$ cat src/rtl/rob_superscalar.sv
// Reorder buffer: single-wide dispatch, multi-port write-back, in-order
// multi-slot commit, operand lookups and flush on jump / taken branch.
module rob_superscalar #(
  parameter int unsigned DEPTH    = 8,
  parameter int unsigned TAG_W    = $clog2(DEPTH),
  parameter int unsigned DATA_W   = 32,
  parameter int unsigned WB_PORTS = 5,
  parameter int unsigned COMMIT_W = 2
) (
  input  logic                         clk,
  input  logic                         rst_n,
  input  logic                         alloc_valid,
  input  logic [4:0]                   alloc_rd,
  input  logic [1:0]                   alloc_kind,
  output logic                         alloc_ready,
  output logic [TAG_W-1:0]             alloc_tag,
  input  logic [WB_PORTS-1:0]          wb_valid,
  input  logic [WB_PORTS*TAG_W-1:0]    wb_tag,
  input  logic [WB_PORTS*DATA_W-1:0]   wb_data,
  input  logic [WB_PORTS*DATA_W-1:0]   wb_next_pc,
  input  logic [WB_PORTS-1:0]          wb_taken,
  input  logic [2*TAG_W-1:0]           qry_tag,
  output logic [1:0]                   qry_ready,
  output logic [2*DATA_W-1:0]          qry_data,
  output logic [COMMIT_W-1:0]          cm_valid,
  output logic [COMMIT_W-1:0]          cm_we,
  output logic [COMMIT_W*5-1:0]        cm_rd,
  output logic [COMMIT_W*DATA_W-1:0]   cm_data,
  output logic [COMMIT_W*TAG_W-1:0]    cm_tag,
  output logic                         redirect_valid,
  output logic [DATA_W-1:0]            redirect_pc,
  output logic [TAG_W-1:0]             head_tag,
  output logic                         head_valid,
  output logic [TAG_W:0]               count,
  output logic                         empty
);

  localparam int unsigned CNT_W = TAG_W + 1;
  localparam logic [1:0] K_COMMON = 2'd0;
  localparam logic [1:0] K_JUMP   = 2'd2;
  localparam logic [1:0] K_BRANCH = 2'd3;

  logic [DEPTH-1:0]  e_valid;
  logic [DEPTH-1:0]  e_ready;
  logic [DEPTH-1:0]  e_taken;
  logic [1:0]        e_kind [DEPTH];
  logic [4:0]        e_rd   [DEPTH];
  logic [DATA_W-1:0] e_data [DEPTH];
  logic [DATA_W-1:0] e_npc  [DEPTH];

  logic [TAG_W-1:0]  head;
  logic [TAG_W-1:0]  tail;
  logic [CNT_W-1:0]  cnt;

  logic [TAG_W-1:0]  slot_idx [COMMIT_W];
  logic [COMMIT_W-1:0] ret_c;
  logic [CNT_W-1:0]  n_ret_c;
  logic              stop_c;
  logic              flush_c;
  logic [DATA_W-1:0] flush_pc_c;
  logic              alloc_fire_c;

  assign alloc_ready  = (cnt < CNT_W'(DEPTH));
  assign alloc_fire_c = alloc_valid && alloc_ready;
  assign alloc_tag    = tail;
  assign head_tag     = head;
  assign head_valid   = e_valid[head];
  assign count        = cnt;
  assign empty        = (cnt == '0);

  // In-order commit scan; a flushing entry ends the group, a not-taken branch does not
  always_comb begin
    ret_c      = '0;
    n_ret_c    = '0;
    stop_c     = 1'b0;
    flush_c    = 1'b0;
    flush_pc_c = '0;
    for (int i = 0; i < COMMIT_W; i++) begin
      slot_idx[i] = head + TAG_W'(i);
      if (!stop_c && e_valid[slot_idx[i]] && e_ready[slot_idx[i]]) begin
        ret_c[i] = 1'b1;
        n_ret_c  = n_ret_c + CNT_W'(1);
        if (e_kind[slot_idx[i]] == K_JUMP ||
            (e_kind[slot_idx[i]] == K_BRANCH && e_taken[slot_idx[i]])) begin
          stop_c     = 1'b1;
          flush_c    = 1'b1;
          flush_pc_c = e_npc[slot_idx[i]];
        end
      end else begin
        stop_c = 1'b1;
      end
    end
  end

  // Operand lookups straight from registered entry state
  always_comb begin
    qry_ready = '0;
    qry_data  = '0;
    for (int q = 0; q < 2; q++) begin
      qry_ready[q] = e_valid[qry_tag[q*TAG_W +: TAG_W]] & e_ready[qry_tag[q*TAG_W +: TAG_W]];
      qry_data[q*DATA_W +: DATA_W] = e_data[qry_tag[q*TAG_W +: TAG_W]];
    end
  end

  // Entry storage: write-back (highest port last), retire, then flush or allocate
  always_ff @(posedge clk or negedge rst_n) begin
    if (!rst_n) begin
      e_valid <= '0;
      e_ready <= '0;
      e_taken <= '0;
      for (int e = 0; e < DEPTH; e++) begin
        e_kind[e] <= K_COMMON;
        e_rd[e]   <= '0;
        e_data[e] <= '0;
        e_npc[e]  <= '0;
      end
    end else begin
      for (int p = 0; p < WB_PORTS; p++) begin
        if (wb_valid[p] && e_valid[wb_tag[p*TAG_W +: TAG_W]]) begin
          e_ready[wb_tag[p*TAG_W +: TAG_W]] <= 1'b1;
          e_data[wb_tag[p*TAG_W +: TAG_W]]  <= wb_data[p*DATA_W +: DATA_W];
          e_npc[wb_tag[p*TAG_W +: TAG_W]]   <= wb_next_pc[p*DATA_W +: DATA_W];
          e_taken[wb_tag[p*TAG_W +: TAG_W]] <= wb_taken[p];
        end
      end
      for (int i = 0; i < COMMIT_W; i++) begin
        if (ret_c[i]) e_valid[slot_idx[i]] <= 1'b0;
      end
      if (flush_c) begin
        e_valid <= '0;
      end else if (alloc_fire_c) begin
        e_valid[tail] <= 1'b1;
        e_ready[tail] <= 1'b0;
        e_kind[tail]  <= alloc_kind;
        e_rd[tail]    <= alloc_rd;
      end
    end
  end

  // Pointers and occupancy
  always_ff @(posedge clk or negedge rst_n) begin
    if (!rst_n) begin
      head <= '0;
      tail <= '0;
      cnt  <= '0;
    end else if (flush_c) begin
      head <= '0;
      tail <= '0;
      cnt  <= '0;
    end else begin
      head <= head + n_ret_c[TAG_W-1:0];
      tail <= tail + TAG_W'(alloc_fire_c);
      cnt  <= cnt + CNT_W'(alloc_fire_c) - n_ret_c;
    end
  end

  // Registered commit and redirect pulses, zero when idle
  always_ff @(posedge clk or negedge rst_n) begin
    if (!rst_n) begin
      cm_valid       <= '0;
      cm_we          <= '0;
      cm_rd          <= '0;
      cm_data        <= '0;
      cm_tag         <= '0;
      redirect_valid <= 1'b0;
      redirect_pc    <= '0;
    end else begin
      cm_valid       <= ret_c;
      redirect_valid <= flush_c;
      redirect_pc    <= flush_pc_c;
      for (int i = 0; i < COMMIT_W; i++) begin
        cm_we[i]                    <= ret_c[i] &&
                                       (e_kind[slot_idx[i]] == K_COMMON || e_kind[slot_idx[i]] == K_JUMP);
        cm_rd[i*5 +: 5]             <= ret_c[i] ? e_rd[slot_idx[i]] : 5'd0;
        cm_data[i*DATA_W +: DATA_W] <= ret_c[i] ? e_data[slot_idx[i]] : '0;
        cm_tag[i*TAG_W +: TAG_W]    <= ret_c[i] ? slot_idx[i] : '0;
      end
    end
  end

endmodule

$ cat config.mk
export PLATFORM = sky130hd
export DESIGN_NAME = rob_superscalar
export DESIGN_NICKNAME = d
export VERILOG_FILES = /design/src/rtl/rob_superscalar.sv
export SDC_FILE = /design/constraint.sdc
export NUM_CORES = 2
export LEC_CHECK = 0
export CAP_MARGIN = 20
export CORE_UTILIZATION = 30
export DETAILED_ROUTE_END_ITERATION = 10
export PLACE_DENSITY_LB_ADDON = 0.05
export SKIP_CTS_REPAIR_TIMING = 1
export SLEW_MARGIN = 10
export SYNTH_ARGS = -nofsm -noshare
export SYNTH_HDL_FRONTEND = slang
export SYNTH_SLANG_ARGS = --single-unit
$ cat constraint.sdc
create_clock -name clk -period 5.4 [get_ports clk]
set_clock_uncertainty 0.15 [all_clocks]
set_input_delay 0.81 -clock clk [delete_from_list [all_inputs] [get_ports clk]]
set_output_delay 0.81 -clock clk [all_outputs]
set_load 0.02 [all_outputs]
==> results.tsv <==
metric	value	unit
grt_start_max_net_pins	139	
final_net_count	6261	
synth_top_area_cell	sky130_fd_sc_hd__dfrtp_1	
cts_tree	yes	
synthesis.area	55700	µm²
timing.critical_path.from_type	flip-flop	
multi_input_comb_area	34600	µm²
drc_errors	0	
dpl_worst_slack	1.02	ns
detailedRoute.firstPassIterationCount	8	
gp_congestion	0.853	
final_min_period_over_clock_period	80.7	%
crit_path_max_incr_delay	0.75	ns
first_global_vias	57100	
post_synth_fa_ha_maj_area_fraction	0.319	%
synth_xor_area_share	0.0944	%
placement_rows	157	
final-max-slew-violation-count	0	
power_leakage	25.3	nW
grt_usage	36.4	%
synth_simple_gate_area_share	11.4	%
cts-buffers-inserted	100	
filler_cells_inserted	18200	
muxShareOfSynthArea	25.7	%
synth_top_cells_by_area	sky130_fd_sc_hd__dfrtp_1 (32%), sky130_fd_sc_hd__mux4_2 (17%), sky130_fd_sc_hd__mux2i_1 (6.0%), sky130_fd_sc_hd__nand2_1 (5.6%), sky130_fd_sc_hd__o21ai_0 (5.5%)	
drtIter0Drc	8104	
clk_path_buf_depth	3	
arrival	3.40	ns
ant_nets	0	
finalWorstPathRequiredPeriod	4.36	ns
worst_skew_pair.late_latency	0.77	ns
core	184000	µm²
dp_hpwl	200000	µm
synth_compound_area_share	23.8	%
syn_avg_cell_area	9.47	µm²
synth_warnings	0	
grt_antenna_before_repair	43	
most_common_library_cell_in_the_layout_ignoring_fill_and_taps	sky130_fd_sc_hd__nand2_1	
layout_common_cells	sky130_fd_sc_hd__nand2_1 (828), sky130_fd_sc_hd__dfrtp_1 (716), sky130_fd_sc_hd__o21ai_0 (612)	
finalSetupViolations	0	
timing_hold_violations_final	0	
synth_largest_type_area_fraction	32.3	%
area_overhead_vs_synth	20.9	%
run_status	finished clean	
place.port_buffers	556	
p_int	0.0225	W
max_freq	0.229	GHz
design.portCount	557	
fin_cells	8470	
seqPwrFrac	27.9	%
timing.setup.tns	0	ns
routed_wire_length_per_instance	41.3	µm
critical_path_peak_fanout	51	
cts.reportedPaths.clkPinSlew	0.06	ns
synth_enable_flop_cells	0	
vias	58200	
synth_top_flop_cell	sky130_fd_sc_hd__dfrtp_1	
comb_power_share	52.6	%
sequential_cell_area	18000	µm²
vdd.ir_drop.worst	0.000673	V
largest_family_of_logic_cells_by_synthesized_area	multiplexers	
total_gr_overflow	0	
crit_type	reg2out	
placedCellCount	8248	
final.setup.worst_slack	1.04	ns
floorplan.die.height	433	µm
clock_root_buffer	sky130_fd_sc_hd__clkbuf_16	
final_cell_area	67300	µm²
synthCells	5880	
rsz0062_at_grt	false	
vias_per_cell	6.87	
worstReg2RegEnd	count[2]	
die_area	187000	µm²
fp.dieW	433	µm
clock_sink_count	719	
cts-htree-levels	3	
type_of_the_tightest_min_delay_check	reg2reg	
launching_point_of_the_worst_reg2reg_path	head_tag[1]	
critical_path.cell_chain	buf_4, buf_4, clkdlybuf4s50_1	
power_frac_clock	19.5	%
yosys.cell_types.count	70	
global_route_wire_length_before_repair	481000	µm
transition_time_at_the_pin_with_the_least_slew_margin	1.22	ns
route.final.wire_length	349000	µm
slew-limit-headroom	18.6	%
postPlaceCellArea	63600	µm²
power_density	570	nW/µm²
maxCapViolations	0	
hold_path_depth	1	
regToRegSetupSlack	1.16	ns
ys_ff_latch	719	
final_layout_size_suffix_gt1_share	16.3	%
hold_end	e_rd[15]	
synth_async_sr_flop_share	100	%
switching_share	41.3	%
worst_setup_path_end_kind	output port	
ff2ff_path_depth	12	
synth_nets	6254	
hp-start	e_rd[15]	
seq_area_frac_synth	32.3	%
cp.required	4.44	ns
initial_utilization	30.3	%
crit_top_cell	sky130_fd_sc_hd__buf_4	
switching_power	0.0159	W
timing.critical_path.slowest_stage_cell	sky130_fd_sc_hd__buf_4	
[worst max-delay path: cells and delay by family, from the launching register on]
kind / cells / cell delay (ns)
buf+inv: 3 / 2.03
flops: 1 / 0.61
[layout make-up]
cell class                 instances  area share, %
tap                             2464           4.58
clock inverter                    31          0.688
timing repair buffer             738           11.3
clock buffer                     156           4.65
sequential                       719           26.7
multi-input combinational       4243           51.4
antenna                           34          0.126
inverter                          85          0.489
[synth_stat cells (20+ instances only)]
cell type,instances
sky130_fd_sc_hd__inv_1,82
sky130_fd_sc_hd__a31oi_1,70
sky130_fd_sc_hd__o21ai_1,40
sky130_fd_sc_hd__o221ai_1,193
sky130_fd_sc_hd__a221oi_1,66
sky130_fd_sc_hd__clkbuf_1,552
sky130_fd_sc_hd__dfrtp_1,719
sky130_fd_sc_hd__mux2i_1,333
sky130_fd_sc_hd__nand2_1,830
sky130_fd_sc_hd__a22oi_1,194
sky130_fd_sc_hd__nor3_1,135
sky130_fd_sc_hd__mux4_2,424
sky130_fd_sc_hd__buf_1,231
sky130_fd_sc_hd__and3_1,210
sky130_fd_sc_hd__buf_2,43
sky130_fd_sc_hd__a221o_1,194
sky130_fd_sc_hd__a211oi_1,323
sky130_fd_sc_hd__o21ai_0,612
sky130_fd_sc_hd__o22ai_2,20
sky130_fd_sc_hd__mux2_2,95
sky130_fd_sc_hd__nor2_1,163
sky130_fd_sc_hd__a21oi_1,146
sky130_fd_sc_hd__mux2_1,21
[state kept, by name, indices dropped and copies added (netlist names)]
signal,flops
alloc_tag,3
cm_data,64
cm_rd,10
cm_tag,6
cm_valid,2
cm_we,2
count,4
e_data,256
e_kind,16
e_npc,256
e_rd,40
e_ready,8
e_taken,8
e_valid,8
head_tag,3
redirect_pc,32
redirect_valid,1
[metrics by stage]
stage          hold WS [ns]  utilization [%]  total power (W)
2_1_floorplan         0.320                -           0.0235
3_3_place_gp          0.331             34.6           0.0306
3_5_place_dp          0.347             34.6           0.0306
4_1_cts              -0.127             36.6           0.0382
5_1_grt               0.379             36.6           0.0402
6_report              0.355             36.6           0.0384
[layer usage]
| layer | routed length, µm | global-route usage, % | up-vias | part of all wire [%] |
|---|---|---|---|---|
| met2 | 158000 | 56.1 | 4394 | 45 |
| li1 | - | - | 22700 | - |
| met4 | 23000 | 23.0 | 18 | 6.6 |
| met3 | 33900 | 8.22 | 1110 | 9.7 |
| met1 | 135000 | 46.0 | 30000 | 39 |
| met5 | 148 | 0.208 | - | 0.042 |
[kinds of logic (layout without fill, tap and decap cells)]
family                     count (synthesis)  count (layout)
adders and majority gates                 13              13
DFF                                      719             719
xor gates and xnor gates                   6               6
other                                      0              34
and+or+nand+nor                         1434            1434
muxes                                    880             880
AOI/OAI and AO/OA                       1910            1910
buffers and inverters                    918            1010
[worst max path at each step]
stage	start	to	slack, ns	cells after the start
final	head_tag[0]	head_tag[0]	1.04	3
after global routing	head_tag[0]	head_tag[0]	0.82	3
after CTS	head_tag[0]	head_tag[0]	0.88	3
after detailed placement	wb_tag[5]	e_npc[162]	1.02	8
after global placement	wb_tag[5]	e_npc[162]	1.04	8
after floorplan	head_tag[1]	count[2]	1.43	14
[power by group through the flow]
stage               Sequential [W]  Clock, W  Combinational [W]
floorplan                  0.00968         0             0.0139
global placement            0.0107         0             0.0199
detailed placement          0.0107         0             0.0199
CTS                         0.0106   0.00756             0.0200
global route                0.0110   0.00775             0.0214
finish                      0.0107   0.00747             0.0202
Power figures use the tool's default switching activity.
